## src/rtl/systolic_pkg.sv

```systemverilog
// systolic_pkg: shared defaults, FSM state and index width for the result collector
package systolic_pkg;
  localparam int DATAWIDTH_DEF = 16;
  localparam int N_SIZE_DEF = 5;
  localparam int IDX_W = $clog2(N_SIZE_DEF);
  typedef enum logic {COLLECT, DRAIN} state_t;
endpackage

```

## src/rtl/collector_bank.sv

```systemverilog
// collector_bank: one N x N result matrix; row-wide write port, combinational element read port
module collector_bank
  import systolic_pkg::*;
#(
  parameter int EW = 32,
  parameter int N = N_SIZE_DEF,
  parameter int IW = $clog2(N)
) (
  input  logic          clk,
  input  logic          we,
  input  logic [IW-1:0] waddr,
  input  logic [N*EW-1:0] wrow,
  input  logic [IW-1:0] rrow,
  input  logic [IW-1:0] rcol,
  output logic [EW-1:0] rdata
);
  logic [N*EW-1:0] mem [N];
  always_ff @(posedge clk)
    if (we) mem[waddr] <= wrow;
  assign rdata = mem[rrow][rcol*EW +: EW];
endmodule

```

## src/rtl/systolic_result_collector.sv

```systemverilog
// systolic_result_collector: buffers C rows and streams elements row-major; COLLECTOR_PINGPONG_EN adds a second bank
module systolic_result_collector
  import systolic_pkg::*;
#(
  parameter int DATAWIDTH = DATAWIDTH_DEF,
  parameter int N_SIZE = N_SIZE_DEF
) (
  input  logic                          clk,
  input  logic                          rst,
  input  logic                          in_valid,
  input  logic [N_SIZE*2*DATAWIDTH-1:0] in_row,
  output logic                          out_valid,
  input  logic                          out_ready,
  output logic [2*DATAWIDTH-1:0]        out_data,
  output logic [$clog2(N_SIZE)-1:0]     out_row,
  output logic [$clog2(N_SIZE)-1:0]     out_col,
  output logic                          out_last,
  output logic                          overflow
);
  localparam int EW = 2*DATAWIDTH;
  localparam int IW = $clog2(N_SIZE);
`ifdef COLLECTOR_PINGPONG_EN
  localparam int NB = 2;
`else
  localparam int NB = 1;
`endif
  state_t state;
  logic [IW-1:0] wr_cnt;
  logic wbank, rbank, ob;
  logic [1:0] full, full_nxt;
  logic [EW-1:0] rdata [2];
  logic fire, done, accept, wend;
  assign out_last = out_valid && out_row == IW'(N_SIZE-1) && out_col == IW'(N_SIZE-1);
  assign out_data = out_valid ? rdata[rbank] : '0;
  // a bank being drained frees up on its last transfer, so a row arriving then is still taken
  always_comb begin
    fire = out_valid && out_ready;
    done = fire && out_last;
    ob = NB == 2 ? ~rbank : rbank;
    accept = in_valid && (!full[wbank] || (done && wbank == rbank));
    wend = accept && wr_cnt == IW'(N_SIZE-1);
    full_nxt = full;
    if (done) full_nxt[rbank] = 1'b0;
    if (wend) full_nxt[wbank] = 1'b1;
  end
  for (genvar b = 0; b < 2; b++) begin : g_bank
    if (b < NB) begin : g_mem
      collector_bank #(.EW(EW), .N(N_SIZE), .IW(IW)) u_bank (
        .clk(clk), .we(accept && wbank == 1'(b)), .waddr(wr_cnt), .wrow(in_row),
        .rrow(out_row), .rcol(out_col), .rdata(rdata[b])
      );
    end else begin : g_none
      assign rdata[b] = '0;
    end
  end
  always_ff @(posedge clk or posedge rst) begin
    if (rst) begin
      state <= COLLECT;
      wr_cnt <= '0;
      wbank <= 1'b0;
      rbank <= 1'b0;
      full <= '0;
      out_valid <= 1'b0;
      out_row <= '0;
      out_col <= '0;
      overflow <= 1'b0;
    end else begin
      full <= full_nxt;
      if (in_valid && !accept) overflow <= 1'b1;
      if (accept) wr_cnt <= wend ? '0 : wr_cnt + 1'b1;
      if (wend && NB == 2) wbank <= ~wbank;
      if (done) begin
        out_row <= '0;
        out_col <= '0;
        rbank <= ob;
        out_valid <= full_nxt[ob];
        state <= full_nxt[ob] ? DRAIN : COLLECT;
      end else if (fire) begin
        out_col <= out_col == IW'(N_SIZE-1) ? '0 : out_col + 1'b1;
        if (out_col == IW'(N_SIZE-1)) out_row <= out_row + 1'b1;
      end else if (state == COLLECT && wend) begin
        state <= DRAIN;
        out_valid <= 1'b1;
        rbank <= wbank;
        out_row <= '0;
        out_col <= '0;
      end
    end
  end
endmodule
```

## config.mk

```make
export PLATFORM = sky130hd
export DESIGN_NAME = systolic_result_collector
export DESIGN_NICKNAME = d
export VERILOG_FILES = /design/src/rtl/systolic_pkg.sv /design/src/rtl/collector_bank.sv /design/src/rtl/systolic_result_collector.sv
export SDC_FILE = /design/constraint.sdc
export NUM_CORES = 1
export LEC_CHECK = 0
export CAP_MARGIN = 20
export CORE_AREA = 2 2 79 81
export DETAILED_ROUTE_END_ITERATION = 8
export DIE_AREA = 0 0 81 83
export PLACE_DENSITY = 0.73
export SLEW_MARGIN = 20
export SYNTH_ARGS = -nofsm -noshare
export SYNTH_HDL_FRONTEND = slang
export SYNTH_SLANG_ARGS = --single-unit
```

## constraint.sdc

```tcl
create_clock -name clk -period 4.1 [get_ports clk]
set_clock_uncertainty 0.05 [all_clocks]
set_input_delay 0.615 -clock clk [delete_from_list [all_inputs] [get_ports clk]]
set_output_delay 0.615 -clock clk [all_outputs]
set_load 0.005 [all_outputs]
```

== After elaboration in Yosys (flattened, before gate mapping) ==
Memories as Yosys holds them, arrays and structs flattened.
Cells that the tools add are included.

* Add/subtract/negate cells: 3
* Multipliers: 0
* Div/mod/pow operators: 0
* $lt $le $gt $ge: 5
* Equal/unequal tests: 6
* Shift operators: 1
* Muxes and demuxes: 29
* Bitwise logic cells: 8
* Reductions and logical operators: 20

{| class="wikitable"
|+ Operators with widths
! cell !! number
|-
| 160-bit by 9-bit indexed part select with 32-bit output || 1
|-
| 32-bit 2-to-1 mux || 4
|-
| 3-bit 2-to-1 mux || 8
|-
| 1-bit 2-to-1 mux || 13
|-
| 1-bit logical AND || 12
|-
| 3-bit by 1-bit adder with 3-bit output, second input constant || 3
|-
| 3-bit equality test, second input constant || 3
|-
| 1-bit by 2-bit less-than comparator with 1-bit output, second input constant || 2
|-
| 2-bit 2-to-1 mux || 2
|-
| 1-bit inverter || 4
|-
| 2-bit AND reduction || 2
|-
| 3-bit by 1-bit != test with 1-bit output, second input constant || 1
|-
| 3-bit AND reduction || 1
|-
| 3-bit nonzero test || 1
|-
| 2-bit AND || 1
|-
| 1-bit demux with 1-bit select || 2
|-
| 1-bit >= comparator, second input constant || 2
|-
| 2-bit >= comparator, second input constant || 1
|-
| 1-bit logical NOT || 2
|-
| 2-bit by 1-bit != test with 1-bit output, second input constant || 1
|-
| 1-bit inverter with 2-bit output || 1
|-
| 2-bit inverter || 1
|-
| 2-bit bitwise OR || 1
|-
| 2-bit nonzero test || 1
|-
| other kinds (2) || 2
|}

* Register bits after elaboration: 15
* Latch bits: 0
* Bits in writable memories: 800
* Memory bits (read-only): 0
* Bits of input ports: 164
* Output and inout port bits: 41
* Word-level logic and storage cells: 81
* Memories kept: 1

{| class="wikitable"
|+ Memories
! name !! depth !! bits a word !! read ports !! clocked after memory_dff !! wr ports !! RTL line !! source
|-
| g_bank[0].g_mem.u_bank.mem || 5 || 160 || 1 || 0 || 1 || collector_bank.sv:17 || <nowiki>logic [N*EW-1:0] mem [N];</nowiki>
|}

== Depth between registers and ports, before layout ==
* Word-level depth: 13
* Depth in mapped cells: 5
* Gate-level depth less buffers: 5

== By module ==
A second synthesis with hierarchy kept.

* Cells, all modules: 1553
* Area total of the unflattened synthesis: 31697.9 sq um

{| class="wikitable"
|+ By module, submodules not included
! module !! instances !! cells each !! area an instance (sq um) !! sequential area each (sq um)
|-
| collector_bank || 1 || 1447 || 30768.3 || 24023.0
|-
| systolic_result_collector || 1 || 106 || 929.6 || 300.3
|}

== Worst setup path after synthesis ==
No wires, ideal clock.

* Path type: register to output
* Start point: register out_col[0]
* End point: output port out_last
* Arrival time: 1.045 ns
* Required time: 3.435 ns
* Path slack: 2.390 ns
* Cell stages (with the launch flop): 5
* Path buffers: 0
* Cells stage by stage: dfrtp_1 > inv_1 > ha_1 > and4_1 > and2_1

* Longest elaborated chain between the ends: 2

{| class="wikitable"
|+ RTL lines
! element !! RTL line !! source
|-
| start: declaration || systolic_result_collector.sv:16 || <nowiki>output logic [$clog2(N_SIZE)-1:0] out_col,</nowiki>
|-
| start signal: assignment || systolic_result_collector.sv:79 || <nowiki>out_col <= out_col == IW'(N_SIZE-1) ? '0 : out_col + 1'b1;</nowiki>
|-
| 3-bit equality test || systolic_result_collector.sv:33 || <nowiki>assign out_last = out_valid && out_row == IW'(N_SIZE-1) && out_col == IW'(N_SIZE-1);</nowiki>
|-
| 1-bit logical AND || systolic_result_collector.sv:33 ||
|-
| end: declaration || systolic_result_collector.sv:17 || <nowiki>output logic out_last,</nowiki>
|}

No other way between the ends.

== Final worst setup path ==
Ends and elaborated chain as after synthesis.

==> key figures <==
Pwr
  • Sequential Power Share: 0.388
  • Power share of the combinational group: 0.396
  • Cell-internal power: 380 uW
  • Peak VDD IR: ~320 uV
  • Switching Share: 0.358
  • Pwr dens: roughly 560 nW/um^2
  • Clk pwr share: 0.216
  • Sw power: between 200 and 250 uW
  • Leakage: 0.510 nW

Floorplan
  • Die X: a little over 80 um
  • Cell row count: 28
  • Io pins: 205
  • Core ar.: 5820 um^2
  • Die Ht: between 80 and 90 um
  • Starting density of the core: 0.156
  • Die area: about 6700 um^2

Synth
  • Yosys warns: 1
  • Compound-cell area share of the yosys netlist: 0.129
  • Post-Synth Simple-Gate Area: 0.153
  • Synth cell types: 26
  • Main combinational cell family by area after synthesis: buffers and inverters
  • Post-synthesis sequential area ratio: 0.330
  • Post-Synth XOR/XNOR Area: 0
  • Post-synthesis adder-cell area fraction: 0.0825
  • Synth Cell Area: around 900 um^2
  • Cells after synthesis: a little under 100
  • Number of synthesized register bits: 12
  • Syn_area_per_cell: 9.28 um^2
  • Post-synthesis mux area share: 0

Placed design
  • Placer Congestion: between 0.7 and 0.8
  • Detailed placement HPWL: about 1.2 mm
  • Post-Place Cell Area: 1000 um^2
  • Port Buf Inserts: 12

Routing
  • Final antenna-violating net count: 0
  • Residual DRC: 0
  • DR WL/cell: 8.10 um
  • Initial DRT Pass Iterations: 4
  • 1st-iter DRT viols: 7
  • Vias: 612
  • Detailed-route wire length: between 1.5 and 2 mm
  • Vias per std cell: between 3 and 4

Critical path
  • Crit path cell chain: inv_1 > ha_1 > and4_1 > and2_1 > clkdlybuf4s50_1
  • WS Path Type: reg -> out
  • Cell family with most CP delay: buffers and inverters
  • Worst path slowest cell: clkdlybuf4s50_1
  • Crit-path max FO: 6
  • Crit path launch type: flip-flop
  • Reg-to-reg setup timing slack: between 2000 and 3000 ps
  • Crit path DAT: ~1900 ps
  • Reg2reg path depth: 5
  • R2R Path Start: wr_cnt[0]$_DFFE_PP0P_
  • Crit path largest cell delay: 500 ps
  • Reg2reg end: out_col[1]$_DFFE_PP0P_
  • CP required: approximately 3400 ps
  • Worst setup EP type: output port
  • WP buf/inv: 2

Min path
  • Hold EP: overflow$_DFFE_PP0P_
  • Min-Delay Startpoint: overflow$_DFFE_PP0P_
  • Hold Crit Depth: 1
  • Worst min-delay path category: reg -> reg

Final layout
  • Diodes inserted: 0
  • Commonest non-fill, non-tap cell in the layout: conb_1
  • Design Area, Final: 1050 um^2
  • Most frequent cells in the layout: 32 x conb_1, 12 x dfrtp_1, 12 x clkdlybuf4s50_1
  • Share of cells above drive strength 1: 0.0619
  • Post-layout nets: roughly 280
  • Area Growth Syn to Fin: 16.0%

Clocking
  • CTS root buf: clkbuf_8
  • CTS Buf Count: 3
  • Resized Gates After CTS: 0
  • Post-CTS setup buffers: 0
  • Clock transition at path regs: around 50 ps
  • H-tree depth: 1
  • Post-CTS Hold Fix Bufs: 0
  • Clk sinks: 12
  • Clock Latency Late Sink: roughly 240 ps
  • CTS max path bufs: 2
  • CTS tree: yes

STA
  • Fmax: ~400 MHz
  • RSZ-0062 raised after global routing: false
  • Post-Route Setup TNS: 0 ps
  • Tmin final: between 2000 and 3000 ps
  • Setup Viol. Count Final: 0
  • Final Hold Viols: 0
  • Max-slew violation count: 0
  • Part of the cycle the worst path needs: 0.616

Global route
  • Initial antenna violation count: 0
  • Largest net degree at the start of global routing: 13
  • Vias in the first global route: about 520
  • Grt ovf: 0
  • First-pass GRT wire length: around 2.4 mm
  • Global-route usage over all layers: 0.0441

Run status
  • Outcome: finished clean

Flow run
  • Max Cap Violations: 0
[kinds of logic after synthesis]
family,after synthesis
buffers and inverters,41
AO/OA/AOI/OAI,17
adder cells (fa/ha/maj),6
AND/OR/NAND/NOR,21
flip-flops,12
other,1
[layer usage]
layer | GRT usage | wire [um] | vias up
met5 | 0 | 0 | -
met2 | 0.0669 | 708 | 36
met3 | 0.0207 | 159 | 0
met4 | 0.00924 | 0 | 0
li1 | - | - | 295
met1 | 0.0568 | 654 | 281
[registers in the layout (all words and copies together) (netlist names)]
name and flops:
out_row 3, out_valid 1, full 1, wr_cnt 3, overflow 1, out_col 3
[cell type report]
cell class                 count  area, um^2
timing repair buffer          12         120
fill                         670        4760
multi-input combinational     76         452
sequential                    12         300
tap                           75        93.8
clock buffer                   4        55.1
inverter                       9        33.8
[metrics by stage]
| stage | setup slack [ps] | power (mW) | cells | hold slack, ps | util |
|---|---|---|---|---|---|
| after detailed placement | 1830 | 0.467 | 184 | 402 | 0.172 |
| after CTS | 1560 | 0.600 | 188 | 416 | 0.181 |
| final | 1570 | 0.592 | 188 | 407 | 0.181 |
| after global routing | 1460 | 0.642 | 188 | 450 | 0.181 |
| after floorplan | 2390 | 0.384 | 129 | 401 | - |
| after global placement | 1850 | 0.457 | 184 | 395 | 0.172 |
[Yosys cell counts (all sizes together)]
library cell / instances / share of area
o2bb2ai: 2 / 0.019
a22o: 1 / 0.0096
dfrtp: 12 / 0.33
inv: 9 / 0.037
and2: 1 / 0.0069
or2: 1 / 0.0096
a21oi: 2 / 0.011
nand3: 1 / 0.0055
o21ai: 6 / 0.033
a21o: 1 / 0.0083
and4: 1 / 0.0096
nand4b: 2 / 0.036
o22ai: 1 / 0.0069
ha: 6 / 0.083
conb: 1 / 0.0041
o32ai: 1 / 0.0096
and3: 1 / 0.0069
and2b: 2 / 0.017
nor2: 3 / 0.012
buf: 32 / 0.26
a32o: 2 / 0.022
nand2: 7 / 0.029
a31o: 1 / 0.0096
nand4: 2 / 0.021
[worst max path at each step]
stage	cells past startpoint	slack, ps	start	to
detailed placement	5	1830	out_col[0]$_DFFE_PP0P_	out_last
global placement	5	1850	out_col[0]$_DFFE_PP0P_	out_last
floorplan	4	2390	out_col[0]$_DFFE_PP0P_	out_last
CTS	5	1560	out_col[0]$_DFFE_PP0P_	out_last
global route	5	1460	out_col[0]$_DFFE_PP0P_	out_last
finish	5	1570	out_col[0]$_DFFE_PP0P_	out_last
[power by group through the flow]
stage          logic [mW]  clock network, mW  registers (mW)
6_report            0.235              0.128           0.230
5_1_grt             0.265              0.138           0.239
4_1_cts             0.237              0.133           0.229
3_5_place_dp        0.237                  0           0.230
3_3_place_gp        0.229                  0           0.228
2_1_floorplan       0.163                  0           0.221
No activity file was read; power rests on OpenSTA's default activity.
